[src/rtl/axis_packet_arbiter.sv]
// axis_packet_arbiter: two-input, packet-granular round-robin arbiter that
// merges two AXI-Stream requesters onto the single AES input stream. The
// grant is held for a whole packet, so packets never interleave, and the
// output passes through one full-throughput register stage.
module axis_packet_arbiter #(
  parameter int C_AXIS_TDATA_WIDTH = 32,
  parameter int MAX_BEATS          = 1024,
  parameter int CNT_WIDTH          = 16
) (
  input  logic                            m00_axis_aclk,
  input  logic                            m00_axis_aresetn,
  input  logic                            s00_axis_tvalid,
  input  logic [C_AXIS_TDATA_WIDTH-1:0]   s00_axis_tdata,
  input  logic [C_AXIS_TDATA_WIDTH/8-1:0] s00_axis_tstrb,
  input  logic                            s00_axis_tlast,
  output logic                            s00_axis_tready,
  input  logic                            s01_axis_tvalid,
  input  logic [C_AXIS_TDATA_WIDTH-1:0]   s01_axis_tdata,
  input  logic [C_AXIS_TDATA_WIDTH/8-1:0] s01_axis_tstrb,
  input  logic                            s01_axis_tlast,
  output logic                            s01_axis_tready,
  output logic                            m00_axis_tvalid,
  output logic [C_AXIS_TDATA_WIDTH-1:0]   m00_axis_tdata,
  output logic [C_AXIS_TDATA_WIDTH/8-1:0] m00_axis_tstrb,
  output logic                            m00_axis_tlast,
  input  logic                            m00_axis_tready,
  output logic [1:0]                      grant,
  output logic                            err_overlong
);

  localparam int STRB_WIDTH = C_AXIS_TDATA_WIDTH / 8;
  // Counter value held while the beat numbered MAX_BEATS is being presented.
  localparam logic [CNT_WIDTH-1:0] LAST_CNT = CNT_WIDTH'(MAX_BEATS - 1);

  typedef enum logic {
    IDLE,
    BUSY
  } state_t;

  state_t                  state;
  state_t                  state_next;
  logic [1:0]              grant_next;
  logic                    last_grant;       // 1 means requester 1 owned the previous packet
  logic                    last_grant_next;
  logic [CNT_WIDTH-1:0]    beat_cnt;
  logic [CNT_WIDTH-1:0]    beat_cnt_next;

  logic                    in_valid;
  logic                    in_last;
  logic [C_AXIS_TDATA_WIDTH-1:0] in_data;
  logic [STRB_WIDTH-1:0]   in_strb;
  logic                    out_free;
  logic                    accept;
  logic                    load_last;
  logic                    set_err;
  logic                    pick;

  // Route the currently granted requester onto the internal input bus.
  always_comb begin
    in_valid = grant[1] ? s01_axis_tvalid : (grant[0] & s00_axis_tvalid);
    in_last  = grant[1] ? s01_axis_tlast  : s00_axis_tlast;
    in_data  = grant[1] ? s01_axis_tdata  : s00_axis_tdata;
    in_strb  = grant[1] ? s01_axis_tstrb  : s00_axis_tstrb;
  end

  // Next-state logic: round-robin pick in IDLE, beat acceptance and packet
  // end / truncation detection in BUSY.
  always_comb begin
    state_next      = state;
    grant_next      = grant;
    last_grant_next = last_grant;
    beat_cnt_next   = beat_cnt;
    s00_axis_tready = 1'b0;
    s01_axis_tready = 1'b0;
    accept          = 1'b0;
    load_last       = 1'b0;
    set_err         = 1'b0;
    out_free        = !m00_axis_tvalid || m00_axis_tready;
    pick            = (s00_axis_tvalid && s01_axis_tvalid) ? !last_grant : s01_axis_tvalid;
    case (state)
      IDLE: begin
        if (s00_axis_tvalid || s01_axis_tvalid) begin
          grant_next      = pick ? 2'b10 : 2'b01;
          last_grant_next = pick;
          state_next      = BUSY;
        end
      end
      BUSY: begin
        s00_axis_tready = grant[0] & out_free;
        s01_axis_tready = grant[1] & out_free;
        accept          = in_valid && out_free;
        if (accept) begin
          load_last = in_last || (beat_cnt == LAST_CNT);
          set_err   = !in_last && (beat_cnt == LAST_CNT);
          if (load_last) begin
            state_next    = IDLE;
            grant_next    = 2'b00;
            beat_cnt_next = '0;
          end else begin
            beat_cnt_next = beat_cnt + 1'b1;
          end
        end
      end
      default: begin
        state_next = IDLE;
        grant_next = 2'b00;
      end
    endcase
  end

  // Arbitration state: FSM, owner, round-robin history and beat counter.
  always_ff @(posedge m00_axis_aclk or negedge m00_axis_aresetn) begin
    if (!m00_axis_aresetn) begin
      state      <= IDLE;
      grant      <= 2'b00;
      last_grant <= 1'b1;
      beat_cnt   <= '0;
    end else begin
      state      <= state_next;
      grant      <= grant_next;
      last_grant <= last_grant_next;
      beat_cnt   <= beat_cnt_next;
    end
  end

  // Output register: loads on every accepted beat, empties on a handshake.
  always_ff @(posedge m00_axis_aclk or negedge m00_axis_aresetn) begin
    if (!m00_axis_aresetn) begin
      m00_axis_tvalid <= 1'b0;
      m00_axis_tdata  <= '0;
      m00_axis_tstrb  <= '0;
      m00_axis_tlast  <= 1'b0;
    end else if (accept) begin
      m00_axis_tvalid <= 1'b1;
      m00_axis_tdata  <= in_data;
      m00_axis_tstrb  <= in_strb;
      m00_axis_tlast  <= load_last;
    end else if (m00_axis_tready) begin
      m00_axis_tvalid <= 1'b0;
    end
  end

  // Sticky overlong flag, cleared only by reset.
  always_ff @(posedge m00_axis_aclk or negedge m00_axis_aresetn) begin
    if (!m00_axis_aresetn) begin
      err_overlong <= 1'b0;
    end else if (set_err) begin
      err_overlong <= 1'b1;
    end
  end

endmodule

[config.mk]
export PLATFORM = sky130hd
export DESIGN_NAME = axis_packet_arbiter
export DESIGN_NICKNAME = d
export VERILOG_FILES = /design/src/rtl/axis_packet_arbiter.sv
export SDC_FILE = /design/constraint.sdc
export NUM_CORES = 1
export LEC_CHECK = 0
export CAP_MARGIN = 25
export CORE_MARGIN = 5
export CORE_UTILIZATION = 39
export DETAILED_ROUTE_END_ITERATION = 10
export GPL_TIMING_DRIVEN = 0
export PLACE_DENSITY = 0.77
export SYNTH_ARGS = -nofsm -noshare
export SYNTH_HDL_FRONTEND = slang
export SYNTH_SLANG_ARGS = --single-unit
[constraint.sdc]
create_clock -name m00_axis_aclk -period 2.05 [get_ports m00_axis_aclk]
set_input_delay 0.615 -clock m00_axis_aclk [delete_from_list [all_inputs] [get_ports m00_axis_aclk]]
set_output_delay 0.615 -clock m00_axis_aclk [all_outputs]
set_load 0.005 [all_outputs]
==> flow_metrics.tcl <==
set metrics [dict create \
    clk_skew_ns 0.005349 \
    rsz_0062_raised_after_global_routing "yes" \
    antenna_found_initial 0 \
    syn-num-nets 377 \
    power.internal_mw 3.715 \
    cts_tree "built" \
    drv_cap 0 \
    placement.io_buffers 121 \
    sw_frac_of_total_pct 32.65 \
    ff2ff_setup_slack_ns 0.05 \
    max_slew.worst_pin.slew_ns 0.7298 \
    final_net_count 519 \
    final_setup_viols 0 \
    initial_utilization_pct 39.85 \
    grt_pass1_vias 2831 \
    grt.overflow.total 0 \
    clock.fmax_ghz 0.4936 \
    ioPinCount 122 \
    drc_violation_total_after_the_first_tritonroute_iteration 109 \
    worst-endpoint-required_ns 2.30 \
    seq_power_share_pct 34.9 \
    path_class "in -> reg" \
    worst_min_delay_path_category "in -> async" \
    postPlaceCellArea_mm2 0.004225 \
    dpl_worst_slack_ns -0.7876 \
    grt_max_degree 39 \
    netlist_instances 297 \
    p_switching_mw 1.801 \
    vdd.ir_drop.worst_mv 0.5861 \
    row_count 31 \
    final_hold_viol_count 0 \
    p_comb_share_pct 44.9 \
    synth.lib_cells_used.distinct 41 \
    layout_worst_path_cycle_share_pct 98.83 \
    synth_seq_area_share_pct 51.39 \
    setup_slack_ns 0.02406 \
    clkSlewWorstSetupHoldPaths_ns 0.06 \
    num_vias 2697 \
    fillerInstances 632 \
    postSynthRegisterBits 59 \
    clock_sink_count 59 \
    crit_path_start "s01_axis_tlast" \
    drc 0 \
    pwr-share-clk_pct 20.2 \
    cp_data_arrival_time_ns 2.28 \
    mappedNetlistArea_mm2 0.002875 \
    timing_max_transition_violations_final 0 \
    final_layout_size_suffix_gt1_share_pct 12.87 \
    grt_usage_pct 17.57 \
    outcome "completed" \
    worst_slew_margin_rel_pct 51.35 \
    final_area_mm2 0.004568 \
    clock_tree.htree_level_count 3 \
    cts_made_buffers 9 \
    die_width_um 95.87 \
    pre_antenna_drt_iters 4 \
    antenna-diode-count 0 \
    power_mw 5.516 \
    dp.final_hpwl_um 5924 \
    routabilityCongestion 0.8300 \
    crit_path_max_fanout 5 \
    drt-total-wl_um 8001 \
    clock_tree.root_cell "sky130_fd_sc_hd__clkbuf_8" \
    ys_warn_count 0 \
    grt_first_pass_wirelength_um 12590 \
    core_mm2 0.007214 \
    synthToLayoutAreaGrowth_pct 58.88 \
    die_height_um 95.87 \
    reg2reg_start "beat_cnt[13]" \
    p_leak_nw 1.946 \
    cp-end-kind "flip-flop" \
    ant_nets 0 \
    clock_tree_buf_depth 2 \
    worst_setup_path_start_kind "input port" \
    fin_crit_ns 2.026 \
    via_per_inst 4.976 \
    worstSkewPairLatency_ns 0.33 \
    die_area_mm2 0.009190 \
    power.density_mw_per_mm2 1207 \
    syn-mean-instance-area_um2 9.681 \
    wl_per_cell_um 14.76 \
]
-- cell families after synthesis --
| group | Yosys count | share of synthesized area [%] |
|---|---|---|
| flip-flops | 59 | 51.39 |
| multiplexers | 37 | 13.05 |
| buffers and inverters | 27 | 3.917 |
| AND/OR/NAND/NOR | 97 | 16.97 |
| adder cells (fa/ha/maj) | 1 | 0.4351 |
| AO/OA/AOI/OAI | 76 | 14.23 |
-- worst paths after layout --
kind | endpoint | cells past startpoint
max | beat_cnt[11] | 6
min | beat_cnt[14] | 1
max reg2reg | beat_cnt[6] | 6
min reg2reg | err_overlong | 1
max in group asynchronous | last_grant | 2
min in group m00_axis_aclk | err_overlong | 1
-- cells in the mapped netlist --
cell type | instances | area (µm²)
sky130_fd_sc_hd__o21ai_1 | 1 | 5.000
sky130_fd_sc_hd__nand2b_1 | 4 | 25.02
sky130_fd_sc_hd__buf_1 | 5 | 18.77
sky130_fd_sc_hd__nor2_1 | 10 | 37.54
sky130_fd_sc_hd__nor4_4 | 1 | 21.27
sky130_fd_sc_hd__nor3_2 | 1 | 10.01
sky130_fd_sc_hd__a21oi_1 | 8 | 40.04
sky130_fd_sc_hd__o21ai_0 | 57 | 285.3
sky130_fd_sc_hd__nand2_1 | 48 | 180.2
sky130_fd_sc_hd__nor2_2 | 1 | 6.260
sky130_fd_sc_hd__o41ai_1 | 1 | 8.760
sky130_fd_sc_hd__or4_4 | 1 | 11.26
sky130_fd_sc_hd__or3_4 | 1 | 11.26
sky130_fd_sc_hd__or4bb_1 | 1 | 11.26
sky130_fd_sc_hd__a31oi_1 | 1 | 6.260
sky130_fd_sc_hd__nand4_1 | 3 | 18.77
sky130_fd_sc_hd__o31ai_1 | 1 | 7.510
sky130_fd_sc_hd__dfstp_2 | 1 | 26.28
sky130_fd_sc_hd__buf_6 | 1 | 11.26
sky130_fd_sc_hd__buf_2 | 3 | 15.01
sky130_fd_sc_hd__a21boi_0 | 1 | 7.510
sky130_fd_sc_hd__mux2_4 | 1 | 15.01
sky130_fd_sc_hd__nor3_1 | 6 | 30.03
sky130_fd_sc_hd__o211ai_1 | 1 | 7.510
sky130_fd_sc_hd__nand3_1 | 6 | 30.03
sky130_fd_sc_hd__and3b_1 | 1 | 8.760
sky130_fd_sc_hd__clkbuf_1 | 8 | 30.03
sky130_fd_sc_hd__o22ai_1 | 1 | 6.260
sky130_fd_sc_hd__ha_1 | 1 | 12.51
sky130_fd_sc_hd__nor4_1 | 1 | 6.260
sky130_fd_sc_hd__mux2i_1 | 36 | 360.4
sky130_fd_sc_hd__inv_1 | 10 | 37.54
sky130_fd_sc_hd__and3_1 | 2 | 12.51
sky130_fd_sc_hd__nand3b_1 | 1 | 7.510
sky130_fd_sc_hd__and2_1 | 1 | 6.260
sky130_fd_sc_hd__or3_2 | 3 | 22.52
sky130_fd_sc_hd__a21o_1 | 2 | 15.01
sky130_fd_sc_hd__dfrtp_1 | 58 | 1451
sky130_fd_sc_hd__or3_1 | 5 | 31.28
sky130_fd_sc_hd__a21boi_2 | 1 | 11.26
sky130_fd_sc_hd__a31o_2 | 1 | 8.760
-- metal layers --
layer | global-route usage, % | vias to the layer above | share of wire [%] | wire length [µm]
met3 | 7.740 | 9 | 8.2 | 653
met5 | 0 | - | 0 | 0
met4 | 4.621 | 0 | 1.1 | 87
li1 | - | 1321 | - | -
met1 | 20.66 | 1278 | 41 | 3242
met2 | 29.30 | 89 | 50 | 4018
-- what timing repair did --
item / 4_1_cts / 5_1_grt
endpoints found under the hold margin: 0 / 0
setup endpoints to repair: 57 / 46
hold buffers: 0 / 0
resized for setup: 23 / 21
buffers inserted: 4 / 5
pin swaps: 3 / 4
gates cloned: 1 / 0
-- layout make-up --
type	instances	area (µm²)	share of cell area [%]
flip-flops and latches	59	1478	32.35
multi-input cells	211	1315	28.79
repair buffers	132	1300	28.46
clock buffers	14	182.7	3.999
well taps	99	123.9	2.712
plain buffers	16	101.3	2.219
inverters	10	37.54	0.8217
clock inverters	1	30.03	0.6574
-- metrics by stage --
stage / setup TNS [ns] / hold slack, ns / utilization (%) / instances
final: 0 / 0.2495 / 63.32 / 542
after floorplan: 0 / 0.3194 / - / 297
after CTS: 0 / 0.2536 / 62.37 / 537
after global routing: -0.09932 / 0.2671 / 63.32 / 542
after global placement: -116.67 / 0.4563 / 58.36 / 517
after detailed placement: -28.53 / 0.4569 / 58.57 / 518
-- sequential cells by signal (all words and copies together), names as in the netlist --
register and count:
m00_axis_tstrb 4, m00_axis_tlast 1, beat_cnt 16, last_grant 1
err_overlong 1, m00_axis_tvalid 1, grant 2, state 1
m00_axis_tdata 32
-- worst max-delay path: stages --
cell and delay (ns):
sky130_fd_sc_hd__clkdlybuf4s50_1 0.39, sky130_fd_sc_hd__mux2_4 0.27, sky130_fd_sc_hd__or3_4 0.43, sky130_fd_sc_hd__buf_6 0.15, sky130_fd_sc_hd__or3_1 0.34, sky130_fd_sc_hd__o21ai_1 0.08
-- cells in the final DEF (no fill, tap or decap), types with 6 or more instances in the layout --
cell type                         Yosys  layout
sky130_fd_sc_hd__a21oi_1              8       8
sky130_fd_sc_hd__buf_4                0       9
sky130_fd_sc_hd__clkbuf_1             8       6
sky130_fd_sc_hd__clkbuf_8             0      13
sky130_fd_sc_hd__clkdlybuf4s50_1      0     114
sky130_fd_sc_hd__dfrtp_1             58      58
sky130_fd_sc_hd__inv_1               10      10
sky130_fd_sc_hd__mux2i_1             36      36
sky130_fd_sc_hd__nand2_1             48      48
sky130_fd_sc_hd__nand3_1              6       6
sky130_fd_sc_hd__nor2_1              10       9
sky130_fd_sc_hd__o21ai_0             57      52
sky130_fd_sc_hd__o21ai_1              1       6
-- power by group through the flow --
| stage | logic, mW | clock network [mW] | registers, mW |
|---|---|---|---|
| final | 2.47 | 1.11 | 1.93 |
| after floorplan | 1.07 | 0 | 1.94 |
| after detailed placement | 2.37 | 0 | 1.93 |
| after CTS | 2.44 | 1.13 | 1.93 |
| after global routing | 2.73 | 1.19 | 1.99 |
| after global placement | 2.31 | 0 | 1.91 |
(Power assumes the default switching activity.)
